File: src/rtl/vga_pkg.sv
// rtl/vga_pkg.sv - 640x480@60 raster constants and shared colours
package vga_pkg;

  localparam int H_VIS   = 640;
  localparam int H_FP    = 16;
  localparam int H_SYNC  = 96;
  localparam int H_BP    = 48;
  localparam int H_TOTAL = H_VIS + H_FP + H_SYNC + H_BP;

  localparam int V_VIS   = 480;
  localparam int V_FP    = 10;
  localparam int V_SYNC  = 2;
  localparam int V_BP    = 33;
  localparam int V_TOTAL = V_VIS + V_FP + V_SYNC + V_BP;

  localparam int H_SYNC_START = H_VIS + H_FP;
  localparam int H_SYNC_END   = H_SYNC_START + H_SYNC - 1;
  localparam int V_SYNC_START = V_VIS + V_FP;
  localparam int V_SYNC_END   = V_SYNC_START + V_SYNC - 1;

  localparam int XRES = H_VIS;
  localparam int YRES = V_VIS;

  localparam int SCROLL_WRAP = 640;

  localparam logic [23:0] BLACK       = 24'h00_00_00;
  localparam logic [23:0] SKY_COLOR   = 24'h87_ce_eb;
  localparam logic [23:0] CLOUD_COLOR = 24'hff_ff_ff;

endpackage

File: src/rtl/scroll_accum.sv
// rtl/scroll_accum.sv - per-frame horizontal scroll offset, signed add modulo WRAP
module scroll_accum
  import vga_pkg::*;
#(
  parameter int WRAP = SCROLL_WRAP
) (
  input  logic       clk,
  input  logic       rst,
  input  logic       update,
  input  logic       enable,
  input  logic [4:0] speed,
  output logic [9:0] xoffset
);

  localparam logic [10:0] WRAP11 = 11'(WRAP);

  logic [10:0] sum;
  logic [9:0]  wrapped;

  // |speed| < WRAP, so a single add or subtract always lands back in range
  always_comb begin
    sum     = {1'b0, xoffset} + {{6{speed[4]}}, speed};
    wrapped = sum[9:0];
    if (sum[10]) begin
      wrapped = 10'(sum + WRAP11);
    end else if (sum >= WRAP11) begin
      wrapped = 10'(sum - WRAP11);
    end
  end

  always_ff @(posedge clk) begin
    if (rst) begin
      xoffset <= '0;
    end else if (update && enable) begin
      xoffset <= wrapped;
    end
  end

endmodule

File: src/rtl/vga_timing_gen.sv
// rtl/vga_timing_gen.sv - raster counters, registered sync/blank/rgb decode, scroll offset
module vga_timing_gen
  import vga_pkg::*;
#(
  parameter int          H_VIS       = vga_pkg::H_VIS,
  parameter int          H_FP        = vga_pkg::H_FP,
  parameter int          H_SYNC      = vga_pkg::H_SYNC,
  parameter int          H_BP        = vga_pkg::H_BP,
  parameter int          V_VIS       = vga_pkg::V_VIS,
  parameter int          V_FP        = vga_pkg::V_FP,
  parameter int          V_SYNC      = vga_pkg::V_SYNC,
  parameter int          V_BP        = vga_pkg::V_BP,
  parameter logic [23:0] BG_COLOR    = 24'h00_00_00,
  parameter int          SCROLL_WRAP = vga_pkg::SCROLL_WRAP
) (
  input  logic        clk,
  input  logic        rst,
  input  logic        scroll_en,
  input  logic [4:0]  scroll_speed,
  output logic [9:0]  hcount_out,
  output logic        hsync_out,
  output logic [9:0]  vcount_out,
  output logic        vsync_out,
  output logic        blnk_out,
  output logic [23:0] rgb_out,
  output logic [9:0]  xoffset_out,
  output logic        frame_start
);

  localparam logic [9:0] H_LAST   = 10'(H_VIS + H_FP + H_SYNC + H_BP - 1);
  localparam logic [9:0] V_LAST   = 10'(V_VIS + V_FP + V_SYNC + V_BP - 1);
  localparam logic [9:0] H_VIS10  = 10'(H_VIS);
  localparam logic [9:0] V_VIS10  = 10'(V_VIS);
  localparam logic [9:0] HS_START = 10'(H_VIS + H_FP);
  localparam logic [9:0] HS_END   = 10'(H_VIS + H_FP + H_SYNC - 1);
  localparam logic [9:0] VS_START = 10'(V_VIS + V_FP);
  localparam logic [9:0] VS_END   = 10'(V_VIS + V_FP + V_SYNC - 1);

  logic [9:0] h_nxt;
  logic [9:0] v_nxt;
  logic       blank_nxt;
  logic       scroll_strobe;

  always_comb begin
    h_nxt = hcount_out + 10'd1;
    v_nxt = vcount_out;
    if (hcount_out == H_LAST) begin
      h_nxt = '0;
      v_nxt = (vcount_out == V_LAST) ? 10'd0 : vcount_out + 10'd1;
    end
    blank_nxt = (h_nxt >= H_VIS10) || (v_nxt >= V_VIS10);
  end

  // Decodes use the next-state counters so every output describes the same pixel
  always_ff @(posedge clk) begin
    if (rst) begin
      hcount_out  <= '0;
      vcount_out  <= '0;
      hsync_out   <= 1'b1;
      vsync_out   <= 1'b1;
      blnk_out    <= 1'b0;
      rgb_out     <= BG_COLOR;
      frame_start <= 1'b1;
    end else begin
      hcount_out  <= h_nxt;
      vcount_out  <= v_nxt;
      hsync_out   <= !((h_nxt >= HS_START) && (h_nxt <= HS_END));
      vsync_out   <= !((v_nxt >= VS_START) && (v_nxt <= VS_END));
      blnk_out    <= blank_nxt;
      rgb_out     <= blank_nxt ? 24'h0 : BG_COLOR;
      frame_start <= (h_nxt == 10'd0) && (v_nxt == 10'd0);
    end
  end

  // Last visible pixel: the offset moves once per frame, inside vertical blank
  assign scroll_strobe = (hcount_out == H_LAST) && (vcount_out == V_VIS10 - 10'd1);

  scroll_accum #(
    .WRAP(SCROLL_WRAP)
  ) u_scroll_accum (
    .clk    (clk),
    .rst    (rst),
    .update (scroll_strobe),
    .enable (scroll_en),
    .speed  (scroll_speed),
    .xoffset(xoffset_out)
  );

endmodule

File: config.mk
export PLATFORM = sky130hd
export DESIGN_NAME = vga_timing_gen
export DESIGN_NICKNAME = d
export VERILOG_FILES = /design/src/rtl/vga_pkg.sv /design/src/rtl/scroll_accum.sv /design/src/rtl/vga_timing_gen.sv
export SDC_FILE = /design/constraint.sdc
export NUM_CORES = 1
export LEC_CHECK = 0
export CAP_MARGIN = 10
export CORE_ASPECT_RATIO = 1.25
export CORE_UTILIZATION = 25
export CTS_CLUSTER_SIZE = 14
export DETAILED_ROUTE_END_ITERATION = 16
export GPL_TIMING_DRIVEN = 0
export PLACE_DENSITY = 0.47
export SETUP_SLACK_MARGIN = 0.02
export SLEW_MARGIN = 20
export SYNTH_ARGS = -nofsm -noshare
export SYNTH_HDL_FRONTEND = slang
export SYNTH_SLANG_ARGS = --single-unit
File: constraint.sdc
create_clock -name clk -period 2.7 [get_ports clk]
set_input_delay 0.54 -clock clk [delete_from_list [all_inputs] [get_ports clk]]
set_output_delay 0.54 -clock clk [all_outputs]
set_load 0.005 [all_outputs]
==> impl_results.md, run 1 <==
* Status: finished clean
* Clock Skew at 0.00372 ns
* Clock Root Buffer: clkbuf_16
* CTS tree: done
* Internal at ~0.95 mW
* Routed vias at about 2400
* GRT Total Usage at 0.132
* Sequential Power Share at 0.414
* Min cycle time layout at between 2 and 3 ns
* Yosys reg bits at 34
* Cells after Synth at about 300
* Non-filler cells, final at 510
* Ys Warns at 0
* First drt pass iteration count at 4
* Vias per cell at between 4 and 5
* Tcrit/Tclk final at 0.990
* Layout cells sized above 1 at 0.220
* First-pass GRT wire length at about 11 mm
* Num Clock Sinks at 34
* Reg clk slew, reported paths at 0.05 ns
* Initial Utilization at 0.261
* Number of synthesized flops with an enable pin at 0
* Total power per unit cell area at between 300 and 400 mW/mm2
* Final Hold Fails at 0
* Flop2flop setup slack at about 0.026 ns
* RSZ-0062 raised after global routing: yes
* Max VDD drop at roughly 0.21 mV
* Fillers at between 900 and 1000
* Vias in the first global route at around 2200
* Prevailing post-synth register cell: dfxtp_1
* Crit path launch type: primary input
* Final HPWL DP at 4.84 mm
* Leading cell type in the layout, fill and taps excluded: clkdlybuf4s50_1
* Crit-path cells: buf_6, ha_4, fa_2, a21oi_4, nor2_4, or2_4, a2111oi_4, a211oi_2, inv_1, ha_2, xnor2_2, o221a_1, nor3_2
* Total core area at approximately 0.0093 mm2
* Crit-path slowest cell: fa_2
* Seq/Total Area, Yosys at 0.281
* First DRT Iteration DRCs at 78
* Routed len/inst at 12.9 um
* Dpl cells at 491
* # Max-Cap Violations at 0
* Row count at 39
* Reg2reg start: u_scroll_accum.xoffset[0]
* Diodes inserted at 0
* Largest net degree at the start of global routing at 12
* Dpl cell area at about 0.0031 mm2
* Nets at a little over 400
* Setup-failing EPs final at 0
* Gate power share at 0.124
* Async set or reset register ratio after synthesis at 0
* Die Area at 0.0101 mm2
* Max Fclk at 0.374 GHz
* Most frequent cells in the layout: clkdlybuf4s50_1 (37), buf_4 (36), dfxtp_1 (33), nand2_1 (30), nor2_1 (29)
* Synth Cell Area at approximately 0.0024 mm2
* Height of the die at between 100 and 150 um
* Hold Path Sink: u_scroll_accum.xoffset[3]
* Worst hold stages at 2
* Yosys cell types at 58
* Final hold slack at between 0.4 and 0.5 ns
* Switching share of power at 0.231
* Slew HR at 0.616
* Clk pwr share at 0.463
* Initial antenna violation count at 0
* # IOs at 66
* Worst path required time at 2.84 ns
* Area Growth Syn to Fin at 44.4%
* Post-Syn Area per Cell at between 7 and 8 um2
* Worst-margin pin slew at 0.575 ns
* ANT nets after route at 0
* I/O Buffers at 41
* CTS Buf Count at 5
* Width of the die at about 90 um
* Crit path max fanout at 3
* Reg2reg end: u_scroll_accum.xoffset[9]
* Hold buffer count at cts at 0
* Crit path arrival time at approximately 2.8 ns
* Worst R2R Path Depth at 12
* CP Capture Type: flop
* Fin util at 0.377
* Final Max Tran Viols at 0
* H-tree depth at 2
* Worst-skew pair later-pin latency at about 0.28 ns
* Worst hold-check path type: flop to flop
* Routed WL at approximately 6.6 mm
* DR DRC count at 0
* Clock tree buffer depth at 2
* Cell leakage power at around 1.3 nW
* Net switching power at between 0.2 and 0.3 mW
* Routability Congestion at around 0.79
* Layout Cell Area excl Fill at 0.00350 mm2
* GRT overflow at 0
* Hold Path Origin: u_scroll_accum.xoffset[3]
* Crit path largest cell delay at roughly 0.42 ns
* Setup TNS at 0 ns
* CP Class: primary input to flop
stage by stage:
step	setup WS, ns	total power, mW
6_report	0.0260	1.24
2_1_floorplan	0.0106	0.618
3_5_place_dp	-0.850	0.656
4_1_cts	0.0262	1.26
5_1_grt	-0.114	1.30
3_3_place_gp	-0.814	0.656
worst max-delay path, delay by kind of cell:
kind / cells / cell delay, ns
AOI/OAI and AO/OA: 4 / 0.86
adders and majority gates: 3 / 0.76
and+or+nand+nor: 3 / 0.37
buffers and inverters: 2 / 0.18
xor gates and xnor gates: 1 / 0.11
power groups by stage:
stage                     Combinational [mW]  Sequential, mW  Clock (mW)
final                                  0.153           0.512       0.572
after global routing                   0.168           0.512       0.617
after CTS                              0.146           0.512       0.597
after detailed placement               0.132           0.523           0
after global placement                 0.132           0.523           0
after floorplan                       0.0947           0.523           0
cell usage after synthesis, types with 2 or more instances:
cell,n,share of area
or3_1,3,0.0078
and4_1,2,0.0072
o211ai_1,2,0.0062
a211oi_1,2,0.0062
nand4b_1,2,0.0072
o21ai_0,6,0.012
buf_2,3,0.0062
o22ai_1,2,0.0052
nand3_1,13,0.027
ha_1,16,0.083
inv_1,8,0.012
xor2_1,7,0.025
o21ai_1,3,0.0062
inv_2,2,0.0031
clkbuf_1,7,0.011
buf_4,24,0.074
o21a_1,3,0.0093
and3_1,3,0.0078
dfxtp_1,34,0.28
nor4_1,3,0.0078
nor2b_1,3,0.0078
nor3_1,20,0.041
nand4_1,7,0.018
mux2i_1,2,0.0083
xnor2_1,18,0.065
nor2_1,30,0.047
a21oi_1,19,0.039
nand2_1,30,0.047
worst max-delay path by stage:
stage	to	cells after the start	startpoint	slack (ns)
final	u_scroll_accum.xoffset[9]	13	scroll_speed[0]	0.03
after global routing	u_scroll_accum.xoffset[7]	11	u_scroll_accum.xoffset[0]	-0.11
after global placement	u_scroll_accum.xoffset[7]	10	scroll_speed[4]	-0.81
after floorplan	u_scroll_accum.xoffset[7]	11	scroll_speed[0]	0.01
after detailed placement	u_scroll_accum.xoffset[7]	10	scroll_speed[4]	-0.85
after CTS	u_scroll_accum.xoffset[8]	10	scroll_speed[0]	0.03
kinds of logic after synthesis:
logic type,count (synthesis),synth area share
fa+ha+maj,17,0.0910
flops,34,0.281
xor+xnor,26,0.0972
other cells,1,0.00155
buf+inv,45,0.109
compound gates,56,0.162
simple gates,123,0.251
mux,2,0.00827
metal layers:
layer  track usage  wire length (um)  up-vias
met5             0                 0        -
met1         0.158              2890     1102
met2         0.237              3340       47
met3        0.0230               228       10
li1              -                 -     1196
met4        0.0473               121        0
area by class of cell:
| class | count | area (um2) | area share |
|---|---|---|---|
| Buffer | 34 | 223 | 0.0637 |
| Clock buffer | 7 | 143 | 0.0408 |
| Clock inverter | 1 | 5.00 | 0.00143 |
| Inverter | 10 | 37.5 | 0.0107 |
| Multi-Input combinational cell | 248 | 1760 | 0.502 |
| Sequential cell | 34 | 684 | 0.196 |
| Tap cell | 123 | 154 | 0.0440 |
| Timing Repair Buffer | 53 | 494 | 0.141 |
sequential cells by signal (all words and copies together) (netlist names):
name,flops
hsync_out,1
frame_start,1
vsync_out,1
blnk_out,1
u_scroll_accum.xoffset,10
vcount_out,10
hcount_out,10
what timing repair did:
action                                  4_1_cts  5_1_grt
endpoints found under the setup margin        3        6
buffers inserted                              6        6
pin swaps                                    17       12
gates resized for setup                      26       13
No activity file was read; power rests on OpenSTA's default activity.
==> inputs of run 2 (changes only) <==
--- a/config.mk
+++ b/config.mk
@@ -13,7 +13,7 @@
 export GPL_TIMING_DRIVEN = 0
 export PLACE_DENSITY = 0.47
 export SETUP_SLACK_MARGIN = 0.02
-export SLEW_MARGIN = 20
+export SLEW_MARGIN = 25
 export SYNTH_ARGS = -nofsm -noshare
 export SYNTH_HDL_FRONTEND = slang
 export SYNTH_SLANG_ARGS = --single-unit
==> results of run 2 <==
Same layout as run 1: the final DEF is identical, and so are final timing and power.
==> inputs of run 3 (changes only) <==
--- a/config.mk
+++ b/config.mk
@@ -12,6 +12,7 @@
 export DETAILED_ROUTE_END_ITERATION = 16
 export GPL_TIMING_DRIVEN = 0
 export PLACE_DENSITY = 0.47
+export RECOVER_POWER = 100
 export SETUP_SLACK_MARGIN = 0.02
 export SLEW_MARGIN = 25
 export SYNTH_ARGS = -nofsm -noshare
==> run 3 against run 2 <==
Effect of this change: fmax about the same; largest power group unchanged; die area is the same; final cell count unchanged; clock-buffer cell count did not move; global-route usage unchanged; routed wire length down 0.53%; via count increased by 0.17%; combinational power is essentially flat; clock power is essentially flat; clock skew barely moved; critical path type unchanged.
==> impl_results.md, run 3 (synthesis results as in run 1) <==
* Final Hold Fails at 0
* Initial antenna violation count at 0
* Reg2reg end: u_scroll_accum.xoffset[9]
* Width of the die at roughly 90 um
* Routed vias at 2359
* ANT nets after route at 0
* CP Class: primary input to flop
* Worst path required time at between 2 and 3 ns
* Crit path largest cell delay at about 0.42 ns
* Fin util at 0.377
* DR DRC count at 0
* I/O Buffers at roughly 40
* Max VDD drop at 0.203 mV
* Worst R2R Path Depth at 12
* Tcrit/Tclk final at 0.990
* First DRT Iteration DRCs at 81
* Row count at 39
* Gr busiest metal: met2
* Worst-skew pair later-pin latency at between 0.2 and 0.3 ns
* Vias in the first global route at between 2000 and 2500
* Num Clock Sinks at 34
* Routed WL at approximately 6.6 mm
* Dpl cells at around 500
* Nets at around 410
* Reg2reg start: u_scroll_accum.xoffset[0]
* Biggest regs: hcount_out x10, u_scroll_accum.xoffset x10, vcount_out x10
* # Max-Cap Violations at 0
* Clock Skew at ~0.0034 ns
* Area Growth Syn to Fin at 44.3%
* CTS Buf Count at 5
* Layout Cell Area excl Fill at ~0.0035 mm2
* Status: finished clean
* GR Util met3 at 0.0230
* Routability Congestion at 0.790
* Min cycle time layout at ~2.7 ns
* GRT overflow at 0
* First drt pass iteration count at 4
* # IOs at 66
* RSZ-0062 raised after global routing: yes
* Largest net degree at the start of global routing at 12
* Final Max Tran Viols at 0
* Slew HR at 0.608
* Register area at around 680 um2
* Worst hold-check path type: flop to flop
* Initial Utilization at 0.261
* First-pass GRT wire length at about 11 mm
* Hold Path Sink: u_scroll_accum.xoffset[3]
* Vias per cell at roughly 4.6
* Cell leakage power at 1.44 nW
* Leading cell type in the layout, fill and taps excluded: buf_4
* Clock Root Buffer: clkbuf_16
* Crit-path cells: buf_6, ha_4, fa_2, a21oi_4, nor2_4, or2_4, a2111oi_4, a211oi_2, inv_1, ha_2, xnor2_2, o221a_1, nor3_2
* Crit-path leading delay family: compound AO/OA/AOI/OAI gates
* Diodes inserted at 0
* Total power per unit cell area at 353 mW/mm2
* Routed len/inst at around 13 um
* Reg clk slew, reported paths at roughly 0.05 ns
* Dpl cell area at 0.00311 mm2
* GRT Total Usage at 0.132
* Layout cells sized above 1 at 0.214
* Die Area at 0.0101 mm2
* CTS tree: done
* Crit-path slowest cell: fa_2
* Crit path arrival time at roughly 2.8 ns
* Max Fclk at 0.374 GHz
* Final HPWL DP at between 4 and 5 mm
* Grt met2 use at 0.237
* Total core area at around 0.009 mm2
* Crit path launch type: primary input
* Crit path max fanout at 3
* Most frequent cells in the layout: buf_4 (36), dlygate4sd3_1 (35), dfxtp_1 (33), nand2_1 (30), nor2_1 (29)
* Non-filler cells, final at just over 500
* Fillers at slightly below 1000
* H-tree depth at 2
* Flop2flop setup slack at 0.03 ns
* CP Buf/Inv Count at 2
* CP Capture Type: flop
* Worst-margin pin slew at 0.587 ns
* Worst hold stages at 2
* Setup-failing EPs final at 0
* Height of the die at ~110 um
* Area occupied by multi-input gates at around 0.0018 mm2
* Clock tree buffer depth at 2
* Hold Path Origin: u_scroll_accum.xoffset[3]
* Global Route met1 Usage at 0.158
==> run 3: worst max-delay path by stage <==
stage,start,end,slack (ns),depth (start not counted)
after floorplan,scroll_speed[0],u_scroll_accum.xoffset[7],0.01,11
after global placement,scroll_speed[4],u_scroll_accum.xoffset[7],-0.81,10
after detailed placement,scroll_speed[4],u_scroll_accum.xoffset[7],-0.85,10
after CTS,scroll_speed[0],u_scroll_accum.xoffset[8],0.03,10
after global routing,u_scroll_accum.xoffset[0],u_scroll_accum.xoffset[7],-0.11,11
final,scroll_speed[0],u_scroll_accum.xoffset[9],0.03,13
==> run 3: worst reg2reg max path, stage by stage (launching register included) <==
cell	delay [ns]
dfxtp_4	0.35
ha_4	0.16
fa_2	0.42
a21oi_4	0.21
nor2_4	0.06
or2_4	0.27
a2111oi_4	0.35
a211oi_2	0.09
inv_1	0.09
ha_2	0.19
xnor2_2	0.11
o221a_1	0.21
nor3_2	0.04
==> run 3: what timing repair did <==
action                                  in CTS  in global routing
endpoints found under the setup margin       3                  6
gates resized for setup                     26                 13
hold endpoints to repair                     0                  0
hold buffers                                 0                  0
buffers inserted                             6                  6
pin swaps                                   17                 12
==> run 3: metal layers <==
layer / vias to the layer above / share of wire / routed length (um)
met1: 1102 / 0.43 / 2850
met4: 0 / 0.018 / 120
met2: 56 / 0.51 / 3330
li1: 1191 / - / -
met3: 10 / 0.038 / 251
met5: - / 0 / 0
==> run 3: final cells by class <==
| class | instances | area share |
|---|---|---|
| Clock buffer | 7 | 0.0408 |
| Buffer | 34 | 0.0630 |
| Multi-Input combinational cell | 248 | 0.503 |
| Clock inverter | 1 | 0.00143 |
| Timing Repair Buffer | 53 | 0.141 |
| Inverter | 10 | 0.0107 |
| Sequential cell | 34 | 0.196 |
| Tap cell | 123 | 0.0441 |
==> run 3: metrics by stage <==
stage	power (mW)	hold WS (ns)	setup TNS (ns)	worst slack [ns]
3_3_place_gp	0.656	0.473	-2.28	-0.814
3_5_place_dp	0.656	0.483	-2.30	-0.850
2_1_floorplan	0.618	0.464	0	0.0106
5_1_grt	1.30	0.520	-0.391	-0.114
4_1_cts	1.26	0.494	0	0.0262
6_report	1.23	0.491	0	0.0274
==> run 3: where the power goes <==
part           internal (mW)  switching (mW)
sequential             0.506         0.00572
combinational         0.0780          0.0732
clock                  0.365           0.207
